<file path="config.mk">
export PLATFORM = sky130hd
export DESIGN_NAME = i2s_transmitter
export DESIGN_NICKNAME = d
export VERILOG_FILES = /design/src/rtl/i2s_transmitter.sv
export SDC_FILE = /design/constraint.sdc
export NUM_CORES = 1
export LEC_CHECK = 0
export CORE_MARGIN = 8
export CORE_UTILIZATION = 55
export CTS_CLUSTER_SIZE = 28
export DETAILED_ROUTE_END_ITERATION = 12
export PLACE_DENSITY = 0.76
export SYNTH_ARGS = -nofsm -noshare
export SYNTH_HDL_FRONTEND = slang
export SYNTH_SLANG_ARGS = --single-unit
</file>
<file path="constraint.sdc">
create_clock -name sck -period 2.7 [get_ports sck]
set_input_delay 0.405 -clock sck [delete_from_list [all_inputs] [get_ports sck]]
set_output_delay 0.405 -clock sck [all_outputs]
set_load 0.02 [all_outputs]
</file>
<file path="src/rtl/i2s_transmitter.sv">
// I2S serializer / bus master for the EQ output path.
// Takes one left/right sample pair per frame over a valid/ready handshake and
// drives ws/sd MSB first with the standard one-bit I2S delay. All state moves
// on the falling edge of sck so downstream devices sample stable ws/sd on the
// rising edge.
//
// Handshake: data_L/data_R are valid while load is high; ready is high while
// the holding register is empty. A pair is taken on the falling edge where
// load & ready. load while ready is low is ignored and the held pair is never
// overwritten. The held pair moves into the serializer at the next left-slot
// start, which empties the holding register; a load on that same edge is
// ignored and must be repeated on a later edge.
module i2s_transmitter #(
    parameter int SR_WIDTH   = 32,
    parameter int SLOT_WIDTH = 32
) (
    input  logic                sck,
    input  logic                reset_n,
    input  logic [SR_WIDTH-1:0] data_L,
    input  logic [SR_WIDTH-1:0] data_R,
    input  logic                load,
    output logic                ready,
    output logic                ws,
    output logic                sd,
    output logic                frame_start,
    output logic                underrun
);

    localparam int CNT_W = (SLOT_WIDTH > 1) ? $clog2(SLOT_WIDTH) : 1;
    localparam logic [CNT_W-1:0] CNT_MAX = CNT_W'(SLOT_WIDTH - 1);

    typedef enum logic {
        CH_LEFT  = 1'b0,
        CH_RIGHT = 1'b1
    } chan_e;

    logic [CNT_W-1:0]    cnt_q, cnt_d;
    chan_e               chan_q, chan_d;
    logic [SR_WIDTH-1:0] hold_l_q, hold_l_d;
    logic [SR_WIDTH-1:0] hold_r_q, hold_r_d;
    logic                hold_valid_q, hold_valid_d;
    logic [SR_WIDTH-1:0] rlatch_q, rlatch_d;
    logic [SR_WIDTH-1:0] shift_q, shift_d;
    logic                ws_q, ws_d;
    logic                sd_q, sd_d;
    logic                frame_start_q, frame_start_d;
    logic                underrun_q, underrun_d;

    logic                left_start;
    logic                right_start;
    logic [31:0]         cnt_ext;

    // Slot counter, channel, holding register and serializer next state.
    always_comb begin
        cnt_d         = (cnt_q == CNT_MAX) ? '0 : cnt_q + 1'b1;
        chan_d        = chan_q;
        hold_l_d      = hold_l_q;
        hold_r_d      = hold_r_q;
        hold_valid_d  = hold_valid_q;
        rlatch_d      = rlatch_q;
        shift_d       = shift_q << 1;
        frame_start_d = 1'b0;
        underrun_d    = 1'b0;
        sd_d          = 1'b0;

        if (cnt_q == CNT_MAX) begin
            chan_d = (chan_q == CH_LEFT) ? CH_RIGHT : CH_LEFT;
        end

        left_start  = (cnt_d == '0) && (chan_d == CH_LEFT);
        right_start = (cnt_d == '0) && (chan_d == CH_RIGHT);
        cnt_ext     = 32'(cnt_d);

        // ws flips during the last bit of a slot, one sck ahead of the data.
        ws_d = (cnt_d == CNT_MAX) ? (chan_d == CH_LEFT) : (chan_d == CH_RIGHT);

        if (left_start) begin
            frame_start_d = 1'b1;
            if (hold_valid_q) begin
                shift_d      = hold_l_q;
                rlatch_d     = hold_r_q;
                hold_valid_d = 1'b0;
            end else begin
                shift_d    = '0;
                rlatch_d   = '0;
                underrun_d = 1'b1;
            end
        end else if (right_start) begin
            shift_d = rlatch_q;
        end

        // Holding register is only written while empty, so a pending pair
        // is never overwritten and consumption always wins the same edge.
        if (load && !hold_valid_q) begin
            hold_l_d     = data_L;
            hold_r_d     = data_R;
            hold_valid_d = 1'b1;
        end

        // Slot bits past the sample width are padded with zeros.
        if (cnt_ext >= 32'(SR_WIDTH)) begin
            sd_d = 1'b0;
        end else begin
            sd_d = shift_d[SR_WIDTH-1];
        end
    end

    // State register, updated on the falling edge of sck.
    always_ff @(negedge sck or negedge reset_n) begin
        if (!reset_n) begin
            cnt_q         <= CNT_MAX;
            chan_q        <= CH_RIGHT;
            hold_l_q      <= '0;
            hold_r_q      <= '0;
            hold_valid_q  <= 1'b0;
            rlatch_q      <= '0;
            shift_q       <= '0;
            ws_q          <= 1'b0;
            sd_q          <= 1'b0;
            frame_start_q <= 1'b0;
            underrun_q    <= 1'b0;
        end else begin
            cnt_q         <= cnt_d;
            chan_q        <= chan_d;
            hold_l_q      <= hold_l_d;
            hold_r_q      <= hold_r_d;
            hold_valid_q  <= hold_valid_d;
            rlatch_q      <= rlatch_d;
            shift_q       <= shift_d;
            ws_q          <= ws_d;
            sd_q          <= sd_d;
            frame_start_q <= frame_start_d;
            underrun_q    <= underrun_d;
        end
    end

    assign ready       = ~hold_valid_q;
    assign ws          = ws_q;
    assign sd          = sd_q;
    assign frame_start = frame_start_q;
    assign underrun    = underrun_q;

endmodule

</file>
==> results of run 1 <==
[layout make-up]
cell class / count / area share (%)
multi-input cells: 277 / 28.4
inverters: 35 / 1.74
flip-flops and latches: 138 / 45.9
clock inverters: 15 / 1.05
clock buffers: 22 / 6.73
well taps: 140 / 2.32
repair buffers: 94 / 13.8
[power groups by stage]
| stage | Sequential [mW] | Clock (mW) | Combinational, mW |
|---|---|---|---|
| after CTS | 2.16 | 2.24 | 0.218 |
| after global placement | 2.19 | 0.0161 | 0.211 |
| after detailed placement | 2.19 | 0.0161 | 0.217 |
| after global routing | 2.17 | 2.33 | 0.236 |
| after floorplan | 2.18 | 0.0161 | 0.0628 |
| final | 2.16 | 2.19 | 0.213 |
[flip-flops by register name, indices dropped and copies added, names as in the netlist]
| signal | cells |
|---|---|
| ws | 1 |
| shift_q | 31 |
| cnt_q | 5 |
| frame_start | 1 |
| chan_q | 1 |
| sd | 1 |
| hold_valid_q | 1 |
| rlatch_q | 32 |
| hold_l_q | 32 |
| hold_r_q | 32 |
| underrun | 1 |
[Yosys cell counts, drive strengths merged, types with 2 or more instances]
library cell  number  area [sq um]
o21ai             32           160
clkbuf            11          41.3
nor2b              2          12.5
buf               17           154
ha                 4          50.1
dfstp              6           158
mux2i             32           320
nor2               3          11.3
inv               36           135
mux2              96          1080
xnor2              2          17.5
nand2             96           360
dfrtn            132          3300
[final timing paths]
| check | start | endpoint | slack (ns) | cells past startpoint |
|---|---|---|---|---|
| hold / removal | shift_q[1]$_DFF_NN0_ | shift_q[2]$_DFF_NN0_ | 0.42 | 1 |
| setup / recovery | hold_valid_q$_DFFE_NN0P_ | ready | -0.09 | 2 |
| max in group asynchronous | reset_n | hold_l_q[16]$_DFFE_NN0P_ | 1.03 | 2 |
| hold reg to reg | shift_q[1]$_DFF_NN0_ | shift_q[2]$_DFF_NN0_ | 0.42 | 1 |
| min in group asynchronous | reset_n | rlatch_q[4]$_DFFE_NN0N_ | 1.06 | 1 |
| setup reg to reg | cnt_q[0]$_DFF_NN1_ | shift_q[22]$_DFF_NN0_ | 0.13 | 8 |
[cell families (layout without fill, tap and decap cells)]
logic type / after synthesis / after routing
mux: 128 / 128
buf+inv: 64 / 166
fa+ha+maj: 4 / 4
compound gates: 33 / 33
flops: 138 / 138
xor+xnor: 3 / 3
simple gates: 109 / 109
[per-stage QoR]
step                      setup TNS (ns)  utilization, %  instances  hold slack (ns)  cell area, sq um
after floorplan                   -0.677               -        479            0.416              5920
after global placement            -29.47            64.1        679            0.424              6830
after detailed placement          -31.66            64.1        679            0.423              6830
after CTS                         -0.337            70.6        719            0.423              7520
after global routing              -0.391            70.7        721            0.428              7530
final                             -0.220            70.7        721            0.422              7530
[layer usage]
metal	wire length [um]	track usage, %	up-vias
met1	5220	21.4	1790
met4	190	6.79	0
met2	5730	28.4	70
li1	-	-	1761
met3	489	5.31	19
met5	0	0	-
[cells in the final DEF (no fill, tap or decap)]
master / count
dfrtn_1: 132
nand2_1: 96
mux2_2: 95
clkdlybuf4s50_1: 64
inv_1: 42
o21ai_0: 32
mux2i_1: 32
clkbuf_16: 19
buf_4: 12
buf_6: 8
dfstp_2: 6
buf_12: 6
clkinv_2: 5
ha_1: 4
nor2_1: 3
xnor2_1: 2
clkbuf_8: 2
bufbuf_16: 2
and3_1: 1
nor2b_1: 1
nand3_1: 1
mux2_4: 1
xor2_4: 1
nand2b_1: 1
nor4_4: 1
nor3_4: 1
and2_1: 1
nand4_1: 1
inv_2: 1
nor3b_2: 1
nor2b_4: 1
o21bai_1: 1
clkbuf_1: 1
inv_4: 1
bufinv_8: 1
buf_16: 1
dlygate4sd2_1: 1
[repair_timing]
action / CTS / global route
buffers inserted: 1 / 2
cloned: 3 / 0
gates resized for setup: 34 / 1
endpoints found under the setup margin: 69 / 15
==> impl_metrics.toml, run 1 <==
[clocking]
cts_buffers = 17
cts_tree = "yes"
cts-hold-fix-buffers = 0
cts_sinks = 138
clkSlewWorstSetupHoldPaths_ns = 0.04
clock_path_buffers = 2
htree_levels = 4
root_buffer = "clkbuf_8"
clock_latency_ns = 0.50

[setup_path]
startpoint_type = "register"
crit_type = "reg2out"
cp_slowest_cell = "dfrtn_1"
cpLargestDelayFamily = "flip-flops"
cp_max_fo = 2
required_ns = 2.30
worstPathCellList = "inv_2 > buf_6"
endpoint_kind = "output pin"
cp.arrival_ns = 2.39
cpPeakStageDelay_ns = 0.42
cp_num_buf_inv = 2

[detailed_routing]
viasPerCell = 5.05
ant_nets = 0
drcViolationCount = 0
vias = 3640
totalWireLength_um = 11600
drt_iter0_drc = 183
wl_per_cell_um = 16.1
first_pass_iters = 4

[die]
dieArea_sq_um = 14300
start_util_pct = 55.4
rows = 38
coreArea_sq_um = 10700
io_pins = 72
die_w_um = 120
fp.dieH_um = 120

[power]
switching_share_pct = 20.6
leakagePower_nw = 3.45
p_comb_share_pct = 4.7
p_int_mw = 3.62
p_seq_share_pct = 47.3
ir_worst_vdd_mv = 0.384
power.switching_uw = 941
power.total_mw = 4.56
power.density_nw_per_um2 = 606
p_clk_share_pct = 48.0

[logic_synthesis]
synth_cells = 479
synth-simple-area-share_pct = 7.72
synth_flop_cell = "dfrtn_1"
synth_edf_count = 0
synth_top_family_by_area = "multiplexers"
ys_warn_count = 0
syn_area_sq_um = 5900
muxShareOfSynthArea_pct = 23.8
synth-compound-area-share_pct = 2.84
syn-num-nets = 550
synth_fa_ha_area_share_pct = 0.849
synth_area_per_cell_sq_um = 12.3
synth-seq-cells = 138
yosysSeqAreaShare_pct = 58.7
synth.distinct_cells = 29
synth_xor_area_share_pct = 0.446
synth_async_sr_flop_share_pct = 100

[outcome]
status = "finished, violations left"
violations = "negative setup slack"

[sta]
tightest_slew_ns = 0.681
rsz0062_at_grt = "true"
hold_viol_final = 0
setup_viol = 5
max_slew_margin_pct = 54.6
worst_slack_ns = -0.0947
fin_skew_ns = 0.0523
slew_viol_final = 0

[place]
hpwl_um = 7240
portBuffers = 71
dp_slack_ns = -0.523
place_congestion = 0.730

[global_route]
track_usage_pct = 17.4
grt_pass1_vias = 4011
globalRoute.totalOverflow = 0
grt_pass1_wl_um = 19700
grt_max_degree = 67
antenna_found_initial = 0

[final_layout]
fill_cells = 767
multi_input_area_sq_um = 2140
seqCellArea_sq_um = 3460
antenna_cells = 0
fin_nets = 640
areaGrowthSynthToFinish_pct = 27.8
drive_above_1_share_pct = 28.4

[flow_run]
drv_cap = 0

[min_path]
hp-class = "reg2reg"
Note: power is estimated with default switching activity, not from simulation.
==> inputs of run 2 (changes only) <==
--- a/config.mk
+++ b/config.mk
@@ -6,10 +6,10 @@
 export NUM_CORES = 1
 export LEC_CHECK = 0
 export CORE_MARGIN = 8
-export CORE_UTILIZATION = 55
+export CORE_UTILIZATION = 50
 export CTS_CLUSTER_SIZE = 28
 export DETAILED_ROUTE_END_ITERATION = 12
-export PLACE_DENSITY = 0.76
+export PLACE_DENSITY = 0.73
 export SYNTH_ARGS = -nofsm -noshare
 export SYNTH_HDL_FRONTEND = slang
 export SYNTH_SLANG_ARGS = --single-unit
==> constraint.sdc (replaced) <==
create_clock -name sck -period 2.3 [get_ports sck]
set_input_delay 0.345 -clock sck [delete_from_list [all_inputs] [get_ports sck]]
set_output_delay 0.345 -clock sck [all_outputs]
set_load 0.02 [all_outputs]
==> run 2 against run 1 <==
Compared with the run above:
- setup slack worse by 0.12 ns
- flip-flop and latch count stayed put
- sequential power is 18% higher
- clock skew rose by 0.016 ns
- cell count up 5.7%
- combinational power rose by 26%
- register-to-register slack got worse by 0.34 ns
- critical path depth increased by 8
- via count is 7.7% higher
- count of clock-buffer cells in the layout fell by 3
- utilization is 1.7 points higher
- the run still ends with negative setup slack left
==> impl_metrics.toml, run 2 (synthesized netlist as in run 1, its figures left out) <==
[outcome]
status = "finished, violations left"
violations = "negative setup slack"

[place]
place_congestion = 0.719
hpwl_um = 7170
dp_slack_ns = -0.649
placed_area_sq_um = 6910
placed_cells = 689
portBuffers = 71

[sta]
rsz0062_at_grt = "true"
fin_crit_sh_pct = 109
fmax_mhz = 398
hold_viol_final = 0
worst_slack_ns = -0.210
fin_skew_ns = 0.0679
setup_viol = 61
max_slew_margin_pct = 52.6
slew_viol_final = 0
tightest_slew_ns = 0.711
finalSetupTns_ns = -5.97
finalCriticalPeriod_ns = 2.51

[detailed_routing]
viasPerCell = 5.14
wl_per_cell_um = 18.5
m1WireLength_um = 6460
wl_met2_um = 7050
drt_iter0_drc = 233
drcViolationCount = 0
vias = 3920
ant_nets = 0
totalWireLength_um = 14100
wl_met3_um = 452
top_layer = "met4"
first_pass_iters = 4

[global_route]
grt_max_degree = 67
antenna_found_initial = 0
grt_pass1_vias = 4416
track_usage_pct = 18.5
globalRoute.totalOverflow = 0
grt_pass1_wl_um = 22900

[setup_path]
startpoint_type = "register"
endpoint_kind = "register"
startpoint = "cnt_q[0]$_DFF_NN1_"
cp_max_fo = 6
rrSetupSlack_ns = -0.21
crit_type = "reg2reg"
regToRegEndpoint = "shift_q[23]$_DFF_NN0_"
cp.arrival_ns = 3.89
crit_path_end = "shift_q[23]$_DFF_NN0_"
rr_worst_depth = 10
required_ns = 3.68
regToRegStartpoint = "cnt_q[0]$_DFF_NN1_"

[power]
p_int_mw = 4.36
leakagePower_nw = 3.79
p_seq_share_pct = 46.3
power.switching_mw = 1.12
power.density_nw_per_um2 = 659
p_comb_share_pct = 4.9
ir_worst_vdd_mv = 0.569
switching_share_pct = 20.5
p_clk_share_pct = 48.8

[clocking]
cts_buffers = 17
root_buffer = "clkbuf_16"
htree_levels = 4
clock_path_buffers = 2
clkSlewWorstSetupHoldPaths_ns = 0.05
cts_sinks = 138
clock_latency_ns = 0.46
cts_tree = "yes"

[die]
io_pins = 72
fp.dieH_um = 125
coreArea_sq_um = 11500
start_util_pct = 51.4
die_w_um = 125
dieArea_sq_um = 15500
rows = 39

[final_layout]
areaGrowthSynthToFinish_pct = 41.0
stdcell_area_sq_um = 8310
fill_cells = 751
reg.largest.list = "hold_l_q x32, hold_r_q x32, rlatch_q x32"
fin_nets = 677
most-common-layout-cells = "dfrtn_1, nand2_1, clkdlybuf4s50_1"
drive_above_1_share_pct = 34.2
stdcell_count = 762
final_core_util_pct = 72.5
antenna_cells = 0
layout_commonest_cell = "dfrtn_1"

[flow_run]
drv_cap = 0

[min_path]
hp-class = "reg2reg"
==> run 2: cell count changes in the layout (fill, tap and decap cells not counted), sizes merged <==
cell / change
bufbuf: -1
clkinv: +3
buf: +36
inv: -3
clkinvlp: +2
dlygate4sd2: -1
bufinv: +2
==> run 2: power by group through the flow <==
stage                     clock, mW  sequential [mW]  combinational [mW]
after floorplan              0.0189             2.56              0.0737
after global placement       0.0189             2.57               0.248
after detailed placement     0.0189             2.57               0.256
after CTS                      2.71             2.54               0.269
after global routing           2.85             2.54               0.296
final                          2.67             2.54               0.268
==> run 2: final cells by class <==
class | count | area, sq um | share of cell area [%]
Sequential cell | 138 | 3460 | 41.6
Inverter | 35 | 131 | 1.58
Multi-Input combinational cell | 277 | 2410 | 29.0
Timing Repair Buffer | 131 | 1550 | 18.6
Tap cell | 143 | 179 | 2.15
Clock buffer | 19 | 433 | 5.21
Clock inverter | 19 | 153 | 1.84
==> run 2: metrics by stage <==
step / hold WS (ns) / total power, mW
global placement: 0.422 / 2.84
finish: 0.430 / 5.48
detailed placement: 0.423 / 2.85
floorplan: 0.416 / 2.66
global route: 0.434 / 5.69
CTS: 0.425 / 5.52
==> run 2: layer usage <==
metal,vias to the layer above,GRT usage [%]
li1,1832,-
met1,1999,23.7
met2,75,29.5
met3,14,5.11
met4,0,6.52
met5,-,0
==> run 2: worst min path at each step <==
stage,startpoint,to,slack (ns),depth (start not counted)
floorplan,shift_q[9]$_DFF_NN0_,shift_q[10]$_DFF_NN0_,0.42,1
global placement,shift_q[29]$_DFF_NN0_,shift_q[30]$_DFF_NN0_,0.42,1
detailed placement,shift_q[28]$_DFF_NN0_,shift_q[29]$_DFF_NN0_,0.42,1
CTS,shift_q[28]$_DFF_NN0_,shift_q[29]$_DFF_NN0_,0.42,1
global route,shift_q[26]$_DFF_NN0_,shift_q[27]$_DFF_NN0_,0.43,1
finish,shift_q[6]$_DFF_NN0_,shift_q[7]$_DFF_NN0_,0.43,1
==> run 2: repair_timing <==
item                       CTS  global route
buffers inserted            24             7
pin swaps                    6             4
cloned                      10             4
hold buffers                 0             0
setup endpoints to repair  128           109
resized for setup          119            31
==> run 2: worst max-delay path, stage by stage, from the launching register on <==
cell and delay (ns):
dfstp_2 0.55, ha_4 0.13, and3_4 0.18, ha_4 0.17, nor2_2 0.06, mux2_4 0.30
nor3_4 0.19, buf_6 0.15, buf_6 0.11, buf_8 0.13, mux2_4 0.32
==> inputs of run 3 (changes only) <==
--- a/config.mk
+++ b/config.mk
@@ -5,11 +5,12 @@
 export SDC_FILE = /design/constraint.sdc
 export NUM_CORES = 1
 export LEC_CHECK = 0
-export CORE_MARGIN = 8
+export ABC_AREA = 1
+export CORE_MARGIN = 1.5
 export CORE_UTILIZATION = 50
 export CTS_CLUSTER_SIZE = 28
 export DETAILED_ROUTE_END_ITERATION = 12
-export PLACE_DENSITY = 0.73
+export PLACE_DENSITY = 0.84
 export SYNTH_ARGS = -nofsm -noshare
 export SYNTH_HDL_FRONTEND = slang
 export SYNTH_SLANG_ARGS = --single-unit
==> run 3 against run 2 <==
Compared with the run above:
- largest power group unchanged
- utilization down 6.2 points
- first-iteration DRC count is 60% higher
- largest cell class unchanged
- via count up 17%
- the run still ends with negative setup slack left
- setup slack better by 0.020 ns
- clock skew down 0.00088 ns
- clock power is essentially flat
- combinational power down 36%
==> impl_metrics.toml, run 3 <==
[detailed_routing]
first_pass_iters = 5
ant_nets = 0
totalWireLength_um = 13900
viasPerCell = 5.73
wl_per_cell_um = 17.4
drt_iter0_drc = 373
drcViolationCount = 0
vias = 4575

[clocking]
cts_buffers = 17
htree_levels = 4
root_buffer = "clkbuf_16"
cts_tree = "yes"
clock_latency_ns = 0.46
cts_sinks = 138
cts-hold-fix-buffers = 0
clock_path_buffers = 2
clkSlewWorstSetupHoldPaths_ns = 0.05

[global_route]
grt.met1_usage_pct = 27.9
grt_pass1_vias = 4624
globalRoute.totalOverflow = 0
track_usage_pct = 22.2
grt.met2_usage_pct = 36.1
met3_usage_pct = 6.15
grt_max_degree = 67
grt_pass1_wl_um = 22000
top_usage_layer = "met2"
antenna_found_initial = 0

[power]
leakagePower_nw = 3.84
power.density_nw_per_um2 = 693
power.total_mw = 5.27
ir_worst_vdd_mv = 0.635

[final_layout]
areaGrowthSynthToFinish_pct = 28.8
layout_commonest_cell = "nand2_1"
antenna_cells = 0
fill_cells = 787
most-common-layout-cells = "nand2_1, dfrtn_1, clkdlybuf4s50_1"
drive_above_1_share_pct = 22.3
reg.largest.list = "hold_l_q x32, hold_r_q x32, rlatch_q x32"
fin_nets = 714

[setup_path]
required_ns = 1.96
crit_path_end = "ready"
crit_type = "reg2out"
cpLargestDelayFamily = "flip-flops"
cp.arrival_ns = 2.14
cp_num_cells = 2
cp_max_fo = 2
rr_worst_depth = 12
worstPathCellList = "inv_2 > buf_6"
regToRegStartpoint = "cnt_q[0]$_DFF_NN1_"
endpoint_kind = "output pin"
cp_slowest_cell = "dfrtn_1"
regToRegEndpoint = "rlatch_q[12]$_DFFE_NN0N_"
cpPeakStageDelay_ns = 0.42
startpoint = "hold_valid_q$_DFFE_NN0P_"
rrSetupSlack_ns = 0.02
startpoint_type = "register"
cp_num_buf_inv = 2

[sta]
rsz0062_at_grt = "true"
tightest_slew_ns = 0.626
finalSetupTns_ns = -7.21
worst_hold_slack_ns = 0.407
max_slew_margin_pct = 58.3
slew_viol_final = 0
hold_viol_final = 0
fin_skew_ns = 0.0670
worst_slack_ns = -0.190
setup_viol = 69

[logic_synthesis]
synth_flop_cell = "dfrtn_1"
synth.most_common_cell = "nand2_1"
synth_async_sr_flop_share_pct = 100
ys_warn_count = 0
yosysSeqAreaShare_pct = 58.6
synth.distinct_cells = 20
synth_area_per_cell_sq_um = 10.4
syn_area_sq_um = 5900
synth_edf_count = 0
synth_cells = 569
synth_top_area_share_pct = 55.9
synth-seq-cells = 138
yosys.area.top_type = "dfrtn_1"
syn-num-nets = 640
synth_common_cells = "nand2_1, dfrtn_1, mux2_2, nand4_1, inv_1"
yosys-top-cells-area = "dfrtn_1, mux2_2, nand2_1, nand4_1, nand3_1"

[place]
hpwl_um = 7870
portBuffers = 71
place_congestion = 0.868

[die]
start_util_pct = 51.5
die_w_um = 112
rows = 39
coreArea_sq_um = 11500
dieArea_sq_um = 12500
fp.dieH_um = 112
io_pins = 72

[min_path]
hp-class = "reg2reg"

[outcome]
status = "finished, violations left"
violations = "negative setup slack"

[flow_run]
drv_cap = 0
-- run 3: cell count changes after synthesis, sizes merged, moves of 5 or more --
cell and delta:
nand4 +63, nand2 +42, nand3 +34, mux2 -32, mux2i -32, buf +8, clkbuf +8, inv +5
-- run 3: how the worst min path moves through the flow --
| stage | cells after the start | startpoint | endpoint | slack (ns) |
|---|---|---|---|---|
| 4_1_cts | 2 | shift_q[0]$_DFF_NN0_ | shift_q[1]$_DFF_NN0_ | 0.41 |
| 6_report | 2 | shift_q[0]$_DFF_NN0_ | shift_q[1]$_DFF_NN0_ | 0.41 |
| 2_1_floorplan | 2 | shift_q[30]$_DFF_NN0_ | sd$_DFF_NN0_ | 0.40 |
| 3_3_place_gp | 2 | shift_q[1]$_DFF_NN0_ | shift_q[2]$_DFF_NN0_ | 0.41 |
| 5_1_grt | 2 | shift_q[3]$_DFF_NN0_ | shift_q[4]$_DFF_NN0_ | 0.43 |
| 3_5_place_dp | 2 | shift_q[0]$_DFF_NN0_ | shift_q[1]$_DFF_NN0_ | 0.41 |
-- run 3: area by class of cell --
type                            count  area (sq um)  area share (%)
Multi-Input combinational cell    346          2160            28.4
Clock inverter                     21           163            2.14
Clock buffer                       17           425            5.60
Tap cell                          143           179            2.35
Inverter                           40           153            2.01
Timing Repair Buffer               94          1060            14.0
Sequential cell                   138          3460            45.5
-- run 3: logic make-up after synthesis --
family | after synthesis | share of synthesized area, %
buffers and inverters | 85 | 6.17
flip-flops | 138 | 58.6
multiplexers | 64 | 12.2
XOR/XNOR | 1 | 0.276
AND/OR/NAND/NOR | 244 | 19.1
AO/OA/AOI/OAI | 33 | 2.80
adder cells (fa/ha/maj) | 4 | 0.848
-- run 3: report_power, final --
group	internal, mW	switching [mW]	total (mW)
clock	1.52	1.14	2.66
combinational	0.107	0.0639	0.171
sequential	2.44	0	2.44
total	4.07	1.20	5.27
-- run 3: repair_timing --
action	4_1_cts	5_1_grt
resized for setup	40	16
hold endpoints to repair	0	0
buffers inserted	4	0
cloned	2	2
pin swaps	3	4
setup endpoints to repair	129	136
-- run 3: metrics by stage --
| step | instances | instance area, sq um | setup WS [ns] | utilization (%) |
|---|---|---|---|---|
| 3_3_place_gp | 755 | 6810 | -0.503 | 59.4 |
| 3_5_place_dp | 755 | 6810 | -0.542 | 59.4 |
| 6_report | 799 | 7600 | -0.190 | 66.3 |
| 4_1_cts | 798 | 7520 | -0.197 | 65.6 |
| 5_1_grt | 799 | 7600 | -0.227 | 66.3 |
| 2_1_floorplan | 569 | 5930 | -0.0354 | - |
-- run 3: layer usage --
metal / vias to the layer above / wire, um
met3: 36 / 793
met2: 179 / 6990
met1: 2290 / 5710
met5: - / 0
li1: 2070 / -
met4: 0 / 372
-- run 3: worst min-delay path, cell delays in order, from the launching register on --
cell	delay [ns]
dfrtn_1	0.38
nand2_1	0.05
nand3_1	0.06
